`config.mk`:
```
export PLATFORM = sky130hd
export DESIGN_NAME = input32_port
export DESIGN_NICKNAME = d
export VERILOG_FILES = /design/src/rtl/input32_port.sv
export SDC_FILE = /design/constraint.sdc
export NUM_CORES = 1
export LEC_CHECK = 0
export BUFFER_PORTS_ARGS = -buffer_cell sky130_fd_sc_hd__buf_4
export CAP_MARGIN = 0
export CORE_AREA = 3 3 101 103
export CTS_BUF_LIST = sky130_fd_sc_hd__clkbuf_4
export CTS_CLUSTER_SIZE = 40
export DETAILED_ROUTE_END_ITERATION = 16
export DIE_AREA = 0 0 104 106
export PLACE_DENSITY_LB_ADDON = 0.05
export SYNTH_ARGS = -nofsm -noshare
export SYNTH_HDL_FRONTEND = slang
export SYNTH_SLANG_ARGS = --single-unit
```
`constraint.sdc`:
```
create_clock -name clk -period 5.2 [get_ports clk]
set_clock_uncertainty 0.1 [all_clocks]
set_input_delay 1.04 -clock clk [delete_from_list [all_inputs] [get_ports clk]]
set_output_delay 1.04 -clock clk [all_outputs]
set_load 0.05 [all_outputs]
```
`src/rtl/input32_port.sv`:
```
// -----------------------------------------------------------------------------
// input32_port
//
// Memory-mapped 32-bit switch input port with a debounced capture key.
// A capture pulse latches the synchronized switch word into a data register.
// It also sets the ready flag, which drives irq, and bumps a 16-bit capture
// count. The CPU reads the data, status, live switches or count. Reading the
// data register acknowledges ready.
//
// Ports:
//   clk       - single clock, all state changes on its rising edge
//   rst       - asynchronous, active-low reset
//   ReDEVI    - CPU read strobe (Dout loads the selected word next edge)
//   WeDEVI    - CPU write strobe
//   DEV_Addr  - register select: 00 data, 01 status, 10 live sw, 11 count
//   Din       - CPU write data
//   sw        - asynchronous switch word
//   key       - asynchronous capture key, active-high
//   Dout      - registered CPU read data
//   irq       - level interrupt request, equal to the ready flag
//
// Build option:
//   INPUT32_DEBOUNCE_EN - when defined, the key passes through a debounce FSM.
//                         It needs DEBOUNCE_CYCLES stable clocks to accept a
//                         level change. When undefined, every rising edge of
//                         the synchronized key captures. In that build,
//                         DEBOUNCE_CYCLES is only range-checked.
// -----------------------------------------------------------------------------
module input32_port #(
    parameter int DEBOUNCE_CYCLES = 16
) (
    input  logic        clk,
    input  logic        rst,
    input  logic        ReDEVI,
    input  logic        WeDEVI,
    input  logic [1:0]  DEV_Addr,
    input  logic [31:0] Din,
    input  logic [31:0] sw,
    input  logic        key,
    output logic [31:0] Dout,
    output logic        irq
);

    if (DEBOUNCE_CYCLES < 2 || DEBOUNCE_CYCLES > 65535) begin : g_bad_param
        $error("input32_port: DEBOUNCE_CYCLES must be in 2..65535");
    end

    // ---------------------------------------------------------------------
    // Two-flop synchronizers for the asynchronous inputs
    // ---------------------------------------------------------------------
    logic [31:0] sw_meta_q, sw_meta_d, sw_s_q, sw_s_d;
    logic        key_meta_q, key_meta_d, key_s_q, key_s_d;

    always_comb begin
        sw_meta_d  = sw;
        sw_s_d     = sw_meta_q;
        key_meta_d = key;
        key_s_d    = key_meta_q;
    end

    always_ff @(posedge clk or negedge rst) begin
        if (!rst) begin
            sw_meta_q  <= '0;
            sw_s_q     <= '0;
            key_meta_q <= 1'b0;
            key_s_q    <= 1'b0;
        end else begin
            sw_meta_q  <= sw_meta_d;
            sw_s_q     <= sw_s_d;
            key_meta_q <= key_meta_d;
            key_s_q    <= key_s_d;
        end
    end

    // ---------------------------------------------------------------------
    // Capture source: debounce FSM or plain rising-edge detect
    // ---------------------------------------------------------------------
    logic capture;
    logic key_debounced;

`ifdef INPUT32_DEBOUNCE_EN
    typedef enum logic [1:0] {
        RELEASED     = 2'd0,
        PRESS_WAIT   = 2'd1,
        PRESSED      = 2'd2,
        RELEASE_WAIT = 2'd3
    } key_state_t;

    localparam logic [15:0] STABLE_LAST = 16'(DEBOUNCE_CYCLES - 1);

    key_state_t  state_q, state_d;
    logic [15:0] stable_cnt_q, stable_cnt_d;

    always_ff @(posedge clk or negedge rst) begin
        if (!rst) begin
            state_q      <= RELEASED;
            stable_cnt_q <= '0;
        end else begin
            state_q      <= state_d;
            stable_cnt_q <= stable_cnt_d;
        end
    end

    always_comb begin
        state_d      = state_q;
        stable_cnt_d = stable_cnt_q;
        capture      = 1'b0;
        case (state_q)
            RELEASED: begin
                if (key_s_q) begin
                    state_d      = PRESS_WAIT;
                    stable_cnt_d = '0;
                end
            end
            PRESS_WAIT: begin
                if (!key_s_q) begin
                    state_d = RELEASED;
                end else if (stable_cnt_q == STABLE_LAST) begin
                    state_d = PRESSED;
                    capture = 1'b1;
                end else begin
                    stable_cnt_d = stable_cnt_q + 16'd1;
                end
            end
            PRESSED: begin
                if (!key_s_q) begin
                    state_d      = RELEASE_WAIT;
                    stable_cnt_d = '0;
                end
            end
            RELEASE_WAIT: begin
                // A bounce back to 1 means the key never really let go, so
                // the key returns to PRESSED without a second capture.
                if (key_s_q) begin
                    state_d = PRESSED;
                end else if (stable_cnt_q == STABLE_LAST) begin
                    state_d = RELEASED;
                end else begin
                    stable_cnt_d = stable_cnt_q + 16'd1;
                end
            end
            default: state_d = RELEASED;
        endcase
    end

    assign key_debounced = (state_q == PRESSED) || (state_q == RELEASE_WAIT);
`else
    logic key_prev_q, key_prev_d;

    always_comb key_prev_d = key_s_q;

    always_ff @(posedge clk or negedge rst) begin
        if (!rst) key_prev_q <= 1'b0;
        else      key_prev_q <= key_prev_d;
    end

    assign capture       = key_s_q & ~key_prev_q;
    assign key_debounced = key_s_q;
`endif

    // ---------------------------------------------------------------------
    // CPU-visible registers
    // ---------------------------------------------------------------------
    logic [31:0] data_q, data_d;
    logic [15:0] count_q, count_d;
    logic        ready_q, ready_d;
    logic        overrun_q, overrun_d;
    logic [31:0] dout_q, dout_d;
    logic [31:0] rd_word;
    logic        rd_data, wr_status, wr_count;
    logic        unused_din_bits;

    assign unused_din_bits = ^Din[31:16];

    assign rd_data   = ReDEVI && (DEV_Addr == 2'b00);
    assign wr_status = WeDEVI && (DEV_Addr == 2'b01);
    assign wr_count  = WeDEVI && (DEV_Addr == 2'b11);

    always_comb begin
        rd_word = data_q;
        case (DEV_Addr)
            2'b00: rd_word = data_q;
            2'b01: rd_word = {29'b0, key_debounced, overrun_q, ready_q};
            2'b10: rd_word = sw_s_q;
            2'b11: rd_word = {16'b0, count_q};
            default: rd_word = data_q;
        endcase
    end

    always_comb begin
        data_d    = data_q;
        count_d   = count_q;
        ready_d   = ready_q;
        overrun_d = overrun_q;
        dout_d    = dout_q;

        // Dout samples the old contents, so a capture and a data read in the
        // same cycle return the previous word.
        if (ReDEVI) dout_d = rd_word;

        if (capture) data_d = sw_s_q;

        // A capture wins over a simultaneous read acknowledge. The new word
        // has not been read yet.
        if (capture)      ready_d = 1'b1;
        else if (rd_data) ready_d = 1'b0;

        // An unread word being replaced sets overrun. The read acknowledge
        // in the same cycle counts as having consumed the old word.
        if (capture && ready_q && !rd_data) overrun_d = 1'b1;
        else if (wr_status && Din[1])       overrun_d = 1'b0;

        if (wr_count)     count_d = Din[15:0] + {15'b0, capture};
        else if (capture) count_d = count_q + 16'd1;
    end

    always_ff @(posedge clk or negedge rst) begin
        if (!rst) begin
            data_q    <= '0;
            count_q   <= '0;
            ready_q   <= 1'b0;
            overrun_q <= 1'b0;
            dout_q    <= '0;
        end else begin
            data_q    <= data_d;
            count_q   <= count_d;
            ready_q   <= ready_d;
            overrun_q <= overrun_d;
            dout_q    <= dout_d;
        end
    end

    assign Dout = dout_q;
    assign irq  = ready_q;

endmodule

```
== Word level (Yosys, flattened, before mapping) ==
Cells that the tools add are included.
Cells by class
  bitwise gates (word level): 2
  eq/ne operators: 3
  add/subtract/negate cells: 2
  reduce and logical (&&, ||, !) cells: 11
  muxes and demuxes: 7
Operator list (count)
  32-bit one-hot mux with 4 select lines: 1
  16-bit two-way mux: 2
  16-bit by 1-bit adder with 16-bit output: 1
  16-bit by 1-bit adder with 16-bit output, second input constant: 1
  1-bit logical AND: 6
  2-bit nonzero test: 3
  2-bit == test, second input constant: 2
  1-bit two-way mux: 4
  2-bit by 1-bit == test with 1-bit output, second input constant: 1
  2-bit zero test: 1
  1-bit bitwise AND: 1
  1-bit zero test: 1
  1-bit NOT: 1
Storage, ports and cells
  word-level logic and storage cells: 35
  input bits: 71
  register bits after elaboration: 149

== Logic depth before layout (Yosys ltp) ==
Gate-level depths: netlist of run 1.
  word-level depth: 5
  mapped depth: 10

== Worst setup path before layout of run 1 ==
Ideal clock, no wire load.
  kind: input -> register
  from: in Din[0]
  to: reg count_q[10]
  path slack: 2.933 ns
  buffers on the path: 0
  data arrival time: 2.088 ns
  setup time: 0.079 ns
  stages on the path: 8
  cells stage by stage: inv_1 > nor2_1 > ha_1 > nand3_1 > nor2_1 > nand4_1 > xor2_1 > mux2i_1
On the way
  cells in the longest elaborated chain, start to end: 2
Ends and longest elaborated chain
  start, declared: line 37  | input logic [31:0] Din,
  16-bit by 1-bit adder with 16-bit output: line 213  | if (wr_count) count_d = Din[15:0] + {15'b0, capture};
  16-bit two-way mux: line 213
  end signal, assigned: line 226  | count_q <= count_d;
  end, declared: line 165  | logic [15:0] count_q, count_d;
No other way between the ends.
A chain may end at the register's enable or synchronous reset.

== Final worst setup path of run 1 ==
  from: in DEV_Addr[1]
  to: reg count_q[0]
On the way
  cells in the longest elaborated chain, start to end: 3
Ends and longest elaborated chain
  start, declared: line 36  | input logic [1:0] DEV_Addr,
  2-bit == test *: line 177  | assign wr_count = WeDEVI && (DEV_Addr == 2'b11);
  1-bit logical AND *: line 177
  16-bit two-way mux / 2-bit nonzero test (equally long branches)
Every way passes the cells marked *; elsewhere a longest branch is shown, timed or not.

==> results of run 1 <==
## synth_stat cells (4+ instances only)
cell	n	area share [%]
a21oi_1	32	2.8
buf_1	6	0.39
buf_2	5	0.43
buf_4	4	0.52
clkbuf_1	8	0.52
dfrtp_1	149	64
inv_1	18	1.2
mux2i_1	37	6.4
nand2_1	110	7.1
nand3_1	10	0.86
nand4_1	8	0.86
nor2_1	38	2.5
o22ai_1	16	1.7
xnor2_1	7	1.1
xor2_1	21	3.2
## area by class of cell
| type | instances | area (sq um) |
|---|---|---|
| multi-input cells | 309 | 1880 |
| inverters | 18 | 67.6 |
| flip-flops and latches | 149 | 3730 |
| clock inverters | 15 | 188 |
| well taps | 129 | 161 |
| fillers | 656 | 2460 |
| repair buffers | 89 | 672 |
| clock buffers | 17 | 128 |
## stage by stage
step	utilization [%]	total power [uW]	std cells
5_1_grt	73.5	2770	726
4_1_cts	73.5	2660	726
6_report	73.5	2630	726
2_1_floorplan	-	1710	500
3_3_place_gp	70.1	1880	694
3_5_place_dp	70.1	1890	694
## path summary, 6_finish.rpt
path                               endpoint  cells past startpoint
worst max-delay path             count_q[0]                      5
worst min-delay path             sw_s_q[18]                      0
min in group asynchronous        count_q[8]                      1
worst max register to register  count_q[14]                      8
max in group asynchronous        data_q[28]                      2
worst min register to register   sw_s_q[18]                      0
## registers in the layout (all words and copies together) (netlist names)
register / cells
irq: 1
key_debounced: 1
key_meta_q: 1
sw_meta_q: 32
data_q: 32
sw_s_q: 32
overrun_q: 1
key_prev_q: 1
count_q: 16
Dout: 32
## cell families (layout without fill, tap and decap cells)
family                   count (synthesis)  count (layout)  synth area share, %
AO/OA/AOI/OAI                           51              51                 4.77
XOR/XNOR                                29              29                 4.51
adder cells (fa/ha/maj)                  2               2                0.432
buffers and inverters                   42             139                 3.22
flip-flops                             149             149                 64.3
multiplexers                            43              43                 8.20
AND/OR/NAND/NOR                        184             184                 14.5
## per-layer routing
layer / vias up / global-route usage (%) / routed length, um
met4: 0 / 6.08 / 98
li1: 1830 / - / -
met3: 6 / 5.71 / 544
met2: 100 / 32.1 / 5080
met1: 1812 / 29.3 / 4950
met5: - / 0 / 0
## report_power, final
part / switching, uW / internal (uW) / total, uW
logic: 290 / 181 / 470
clock network: 454 / 312 / 766
registers: 110 / 1290 / 1400
total: 853 / 1780 / 2630
==> run_results.csv, run 1 <==
group,metric,value,unit
placed_design,dpl-instance-area,0.00651,sq mm
sta,min_period,2.30,ns
sta,min_period_over_period,44.3,%
clock_network,ctsResizeCount,0,
pwr,worst_ir_drop_vdd,0.000309,V
critical_path,path_max_fanout,36,
synth,postSynthCellCount,500,
detailed_routing,wirelength,10700,um
synth,ys_async_sr_fraction,100,%
critical_path,endpoint_kind,"flip-flop",
synth,netlist_area,0.00580,sq mm
critical_path,crit_chain,"buf_4 -> nand3_2 -> nor2_1 -> a21oi_1 -> xnor2_1",
clock_network,insertion_delay,0.52,ns
critical_path,cp_num_buf_inv,1,
synth,synth_edf_count,0,
grt,grt_pass1_vias,3741,
sta,hold_violations,0,
grt,grt_overflow,0,
floorplan,fp-row-count,35,
grt,grt.total_usage,20.8,%
floorplan,die_h,106,um
sta,slew_headroom,31.8,%
synth,synth_cell_type_count,37,
status,status,"completed",
detailed_routing,wl_per_cell,14.7,um
clock_network,cts_tree,"yes",
synth,ys_ff_latch,149,
flow_run,maxCapViolCount,0,
grt,grt_pass1_wl,18300,um
clock_network,cts_hold_buf,0,
clock_network,cts.sinks,149,
critical_path,cp_top_family,"simple AND/OR/NAND/NOR gates",
placed_design,dp_worst_setup_slack,2.38,ns
sta,setup_viol,0,
critical_path,cpPeakStageDelay,0.60,ns
grt,antenna_found_initial,0,
floorplan,start_util,62.4,%
critical_path,ff2ff_setup_slack,2.95,ns
sta,setup_tns,0,ns
clock_network,cts_buffer_depth,2,
pwr,powerDensity,386,mW/mm^2
final_layout,final_cell_mix,"dfrtp_1 (149), nand2_1 (110), buf_4 (88), nor2_1 (38), mux2i_1 (37)",
clock_network,numCtsBuffers,17,
clock_network,ctsHtreeMaxLevel,4,
detailed_routing,drt_iter0_drc,198,
sta,fin_hold_ws,0.263,ns
placed_design,port-buffer-count,87,
floorplan,die_area,0.0110,sq mm
detailed_routing,first_pass_iters,5,
detailed_routing,dr_total_vias,3748,
synth,synth_fp_nets,573,
placed_design,gp_congestion,0.827,
critical_path,rr_startpoint,"key_debounced",
final_layout,layout-drive-gt1-share,22.6,%
critical_path,crit_start,"DEV_Addr[1]",
final_layout,antenna_cells,0,
final_layout,final_common_cell,"dfrtp_1",
detailed_routing,ant_nets,0,
detailed_routing,remaining_drc_errors,0,
placed_design,dp_hpwl,7030,um
critical_path,crit_arrival,2.59,ns
sta,rsz0062_at_grt,"false",
clock_network,cts_setup_buffers,0,
critical_path,cpMaxStageDelayCell,"nand3_2",
sta,clock.fmax,434,MHz
hold_path,hold_start,"sw_meta_q[18]",
sta,fin_ws,2.90,ns
synth,yosysSeqAreaShare,64.3,%
synth,avgSynthCellArea,11.6,sq um
floorplan,die_w,104,um
final_layout,fin_area,0.00683,sq mm
synth,yosys_warnings,0,
critical_path,start_kind,"input pin",
grt,grt_max_degree,120,
sta,tightest_slew,1.02,ns
detailed_routing,via_per_inst,5.16,
clock_network,cts-root-buf,"clkbuf_4",
final_layout,area_delta_synth_final,17.8,%
sta,slew_viol_final,0,
clock_network,clkSlewWorstSetupHoldPaths,0.13,ns
floorplan,ioPinCount,104,
critical_path,path_class,"in2reg",
floorplan,core,0.00928,sq mm
critical_path,cp.required,5.49,ns
final_layout,nets,657,
synth,synthFlopType,"dfrtp_1",
hold_path,hold_class,"reg2reg",
pwr,leakage,0.00332,uW
Note: power is estimated with default switching activity, not from simulation.
==> inputs of run 2 (changes only) <==
CORE_AREA = 3 3 110 112   (was 3 3 101 103)
DIE_AREA = 0 0 113 115   (was 0 0 104 106)
clock period = 2.1 ns   (was 5.2 ns; I/O delays follow)
==> run_results.csv, run 2 (synthesized netlist as in run 1, its figures left out) <==
group,metric,value,unit
status,status,"completed",
pwr,worst_ir_drop_vdd,0.000559,V
clock_network,cts.sinks,149,
final_layout,area_delta_synth_final,25.2,%
final_layout,antenna_cells,0,
grt,met1_usage,27.0,%
pwr,combPwrFrac,19.3,%
pwr,powerDensity,883,mW/mm^2
grt,grt.total_usage,19.4,%
critical_path,crit_arrival,2.31,ns
floorplan,die_h,115,um
pwr,p_seq_share,54.2,%
critical_path,path_class,"reg2reg",
clock_network,cts_buffer_depth,2,
grt,busiest_layer,"met2",
placed_design,dp_hpwl,7790,um
grt,grtUsageMet2,29.5,%
placed_design,port-buffer-count,87,
final_layout,final_common_cell,"dfrtp_1",
hold_path,hold_class,"in2reg",
detailed_routing,first_pass_iters,4,
clock_network,cts_tree,"yes",
floorplan,core,0.0113,sq mm
sta,min_period,1.95,ns
final_layout,layout-drive-gt1-share,22.0,%
sta,rsz0062_at_grt,"false",
sta,min_period_over_period,93.0,%
final_layout,final_cell_mix,"dfrtp_1 (149), nand2_1 (110), buf_4 (95), nor2_1 (38), mux2i_1 (37)",
clock_network,cts_setup_buffers,0,
detailed_routing,via_per_inst,4.99,
critical_path,endpoint_kind,"flip-flop",
detailed_routing,drt_iter0_drc,256,
pwr,power_frac_clock,26.5,%
grt,grt_pass1_wl,19400,um
detailed_routing,ant_nets,0,
clock_network,numCtsBuffers,17,
final_layout,fillers,936,
detailed_routing,dr_total_vias,3909,
floorplan,fp-row-count,39,
clock_network,clkSlewWorstSetupHoldPaths,0.12,ns
floorplan,start_util,51.2,%
critical_path,start_kind,"flip-flop",
pwr,leakage,0.00349,uW
pwr,power,6410,uW
grt,grt_max_degree,44,
final_layout,nets,701,
pwr,p_sw_share,31.2,%
sta,clock.fmax,512,MHz
sta,fin_hold_ws,0.0834,ns
critical_path,path_max_fanout,4,
sta,setup_viol,0,
grt,grt_pass1_vias,3937,
floorplan,die_w,113,um
placed_design,gp_congestion,0.812,
grt,grt_overflow,0,
final_layout,fin_area,0.00726,sq mm
placed_design,dpl-instance-area,0.00665,sq mm
floorplan,ioPinCount,104,
detailed_routing,remaining_drc_errors,0,
pwr,p_sw,2000,uW
sta,hold_violations,0,
detailed_routing,wirelength,11600,um
detailed_routing,wl_per_cell,14.8,um
grt,grt_use_met3,6.21,%
sta,setup_tns,0,ns
pwr,p_int,4410,uW
grt,antenna_found_initial,0,
critical_path,cp.required,2.45,ns
clock_network,ctsHtreeMaxLevel,4,
sta,tightest_slew,0.479,ns
clock_network,insertion_delay,0.52,ns
sta,slew_headroom,68.1,%
floorplan,die_area,0.0130,sq mm
clock_network,cts-root-buf,"clkbuf_4",
sta,slew_viol_final,0,
clock_network,ctsResizeCount,0,
flow_run,maxCapViolCount,0,
run 2: cell types whose count changed in the layout (fill, tap and decap cells not counted), sizes merged:
| cell | before | now |
|---|---|---|
| clkinv | 3 | 7 |
| clkinvlp | 0 | 2 |
| inv | 28 | 20 |
| clkbuf | 17 | 18 |
| dlygate4sd3 | 0 | 34 |
| buf | 89 | 99 |
run 2: cell type report:
type | count | area, sq um | area share, %
clock inverters | 13 | 134 | 1.84
clock buffers | 18 | 135 | 1.86
flip-flops and latches | 149 | 3730 | 51.4
multi-input cells | 309 | 1890 | 26.0
inverters | 18 | 67.6 | 0.931
repair buffers | 133 | 1120 | 15.5
well taps | 143 | 179 | 2.47
run 2: path summary, 6_finish.rpt:
| path | cells past startpoint | slack, ns | start | endpoint |
|---|---|---|---|---|
| worst max register to register | 8 | 0.15 | key_prev_q | count_q[10] |
| max in group asynchronous | 3 | 1.03 | rst | sw_s_q[13] |
| worst max-delay path | 8 | 0.15 | key_prev_q | count_q[10] |
| worst min-delay path | 3 | 0.08 | Din[15] | count_q[15] |
| worst min register to register | 0 | 0.25 | sw_meta_q[10] | sw_s_q[10] |
| min in group asynchronous | 2 | 0.27 | rst | count_q[11] |
run 2: power by group through the flow:
stage               clock network [uW]  logic, uW  registers [uW]
floorplan                            0        503            3740
global placement                     0       1170            3520
detailed placement                   0       1200            3530
CTS                               1780       1250            3480
global route                      1890       1360            3520
finish                            1700       1240            3470
run 2: metal layers:
metal	up-vias	part of all wire, %
li1	1918	-
met1	1898	46
met2	84	48
met3	9	5.5
met4	0	0.90
met5	-	0
run 2: repair_timing:
item,CTS,global route
endpoints found under the hold margin,73,0
hold buffers,34,0
endpoints found under the setup margin,0,0
run 2: through the flow:
step / util [%] / std cells / worst slack, ns
5_1_grt: 64.1 / 783 / 0.0221
2_1_floorplan: - / 500 / 0.109
4_1_cts: 64.1 / 783 / 0.161
6_report: 64.1 / 783 / 0.146
3_3_place_gp: 58.7 / 718 / 0.205
3_5_place_dp: 58.7 / 718 / 0.149
run 2: critical path, stage by stage, from the launching register on:
cell	delay, ns
dfrtp_1	0.45
nand2b_4	0.18
nor2_1	0.09
ha_1	0.21
nand3_1	0.12
nor2_1	0.28
nand4_1	0.16
xor2_1	0.16
mux2i_1	0.13
==> inputs of run 3 (changes only) <==
CORE_AREA = 3 3 112 114   (was 3 3 110 112)
CTS_BUF_LIST = not set   (was sky130_fd_sc_hd__clkbuf_4)
DIE_AREA = 0 0 115 117   (was 0 0 113 115)
==> run_results.csv, run 3 (synthesized netlist as in run 1, its figures left out) <==
group,metric,value,unit
status,status,"completed",
pwr,leakage,0.00359,uW
floorplan,die_area,0.0135,sq mm
placed_design,placed_cells,716,
sta,rsz0062_at_grt,"false",
placed_design,gp_congestion,0.822,
pwr,powerDensity,1010,mW/mm^2
clock_network,clkSlewWorstSetupHoldPaths,0.06,ns
critical_path,path_max_fanout,4,
sta,setup_tns,0,ns
critical_path,crit_arrival,2.15,ns
final_layout,final_common_cell,"dfrtp_1",
pwr,combPwrFrac,16.2,%
floorplan,start_util,50.3,%
sta,setup_viol,0,
floorplan,die_w,115,um
placed_design,port-buffer-count,87,
floorplan,core,0.0115,sq mm
pwr,p_sw_share,28.0,%
critical_path,path_class,"reg2reg",
critical_path,rr_startpoint,"key_prev_q",
pwr,p_int,5470,uW
critical_path,cp.required,2.33,ns
grt,grt.total_usage,18.6,%
final_layout,fin_cells,775,
critical_path,r2r-end,"count_q[10]",
sta,min_period_over_period,91.4,%
detailed_routing,via_per_inst,5.05,
clock_network,cts_tree,"yes",
pwr,worst_ir_drop_vdd,0.000626,V
critical_path,worstRegToRegCells,8,
critical_path,endpoint_kind,"flip-flop",
detailed_routing,dr_total_vias,3910,
final_layout,fin_area,0.00748,sq mm
sta,tightest_slew,0.488,ns
pwr,power_frac_clock,37.8,%
final_layout,layout-drive-gt1-share,21.8,%
sta,fin_hold_ws,0.0157,ns
detailed_routing,wl_met2,5660,um
grt,grt_max_degree,50,
critical_path,ff2ff_setup_slack,0.18,ns
final_layout,final_cell_mix,"dfrtp_1 (149), nand2_1 (110), buf_4 (93), nor2_1 (37), mux2i_1 (37)",
detailed_routing,wirelength,11900,um
pwr,p_seq_share,45.9,%
critical_path,cpMaxStageDelayCell,"dfrtp_1",
sta,slew_viol_final,0,
sta,min_period,1.92,ns
critical_path,crit_end,"count_q[10]",
placed_design,dp_hpwl,7650,um
clock_network,numCtsBuffers,17,
final_layout,area_delta_synth_final,29.1,%
detailed_routing,drt_iter0_drc,280,
pwr,p_sw,2130,uW
grt,grt_overflow,0,
grt,grt_pass1_vias,3822,
detailed_routing,ant_nets,0,
clock_network,cts.sinks,149,
floorplan,die_h,117,um
sta,slew_headroom,67.5,%
grt,antenna_found_initial,0,
placed_design,dpl-instance-area,0.00663,sq mm
final_layout,antenna_cells,0,
clock_network,insertion_delay,0.41,ns
floorplan,ioPinCount,104,
detailed_routing,remaining_drc_errors,0,
detailed_routing,wl_met3,565,um
critical_path,crit_start,"key_prev_q",
detailed_routing,first_pass_iters,4,
flow_run,maxCapViolCount,0,
clock_network,ctsHtreeMaxLevel,4,
final_layout,nets,694,
detailed_routing,wl_per_cell,15.4,um
clock_network,cts-root-buf,"clkbuf_16",
critical_path,cpPeakStageDelay,0.42,ns
sta,hold_violations,0,
detailed_routing,highest_layer,"met4",
clock_network,cts_buffer_depth,2,
floorplan,fp-row-count,39,
sta,clock.fmax,521,MHz
final_layout,fillers,928,
hold_path,hold_class,"in2reg",
grt,grt_pass1_wl,19100,um
critical_path,crit_chain,"nand2b_4 -> nor2_1 -> ha_1 -> nand3_1 -> nor2_2 -> nand4_1 -> xor2_1 -> mux2i_1",
detailed_routing,drt-met1-wl,5580,um
critical_path,start_kind,"flip-flop",
## run 3: cell count changes in the layout (fill, tap and decap cells not counted), moves of 2 or more
cell           before  now
dlygate4sd3_1      34   29
clkbuf_4           18    0
clkbuf_1            0    4
buf_4              95   93
clkbuf_16           0   17
clkinv_1            3    0
## run 3: through the flow
step / utilization, % / total power [uW] / setup WS (ns)
after global placement: 57.6 / 4700 / 0.204
final: 65.0 / 7590 / 0.180
after floorplan: - / 4250 / 0.109
after detailed placement: 57.6 / 4730 / 0.129
after global routing: 65.0 / 7930 / 0.0554
after CTS: 64.4 / 7660 / 0.0716
## run 3: worst min-delay path by stage
stage,startpoint,to,slack (ns),depth (start not counted)
final,sw[24],sw_meta_q[24],0.02,1
after global routing,sw[3],sw_meta_q[3],0.00007,1
after CTS,sw[4],sw_meta_q[4],0.001,1
after detailed placement,sw_meta_q[12],sw_s_q[12],0.23,0
after global placement,sw_meta_q[18],sw_s_q[18],0.23,0
after floorplan,rst,Dout[0],0.02,0
## run 3: timing repair
action / in CTS / in global routing
setup endpoints to repair: 0 / 3
endpoints found under the hold margin: 68 / 6
buffers inserted: 0 / 0
resized for setup: 0 / 1
hold buffers: 23 / 6
## run 3: final cells by class
class	count	area [sq um]	share of cell area [%]
flip-flops and latches	149	3730	49.8
multi-input cells	309	1890	25.3
repair buffers	126	1060	14.2
clock buffers	22	454	6.07
well taps	143	179	2.39
clock inverters	8	103	1.37
inverters	18	67.6	0.903
## run 3: power groups by stage
stage               Combinational (uW)  Sequential, uW  Clock [uW]
finish                            1230            3490        2870
detailed placement                1200            3530           0
CTS                               1250            3480        2930
global placement                  1180            3520           0
floorplan                          503            3740           0
global route                      1350            3520        3060
## run 3: worst max-delay path, delay by kind of cell (launching register included)
family	cells	cell delay (ns)
xor gates and xnor gates	1	0.15
muxes	1	0.12
DFF	1	0.42
adders and majority gates	1	0.22
and+or+nand+nor	5	0.82
## run 3: per-layer routing
layer | track usage, % | vias to the layer above
met4 | 6.10 | 0
met2 | 27.7 | 91
met5 | 0 | -
met1 | 26.3 | 1921
met3 | 5.71 | 6
li1 | - | 1892
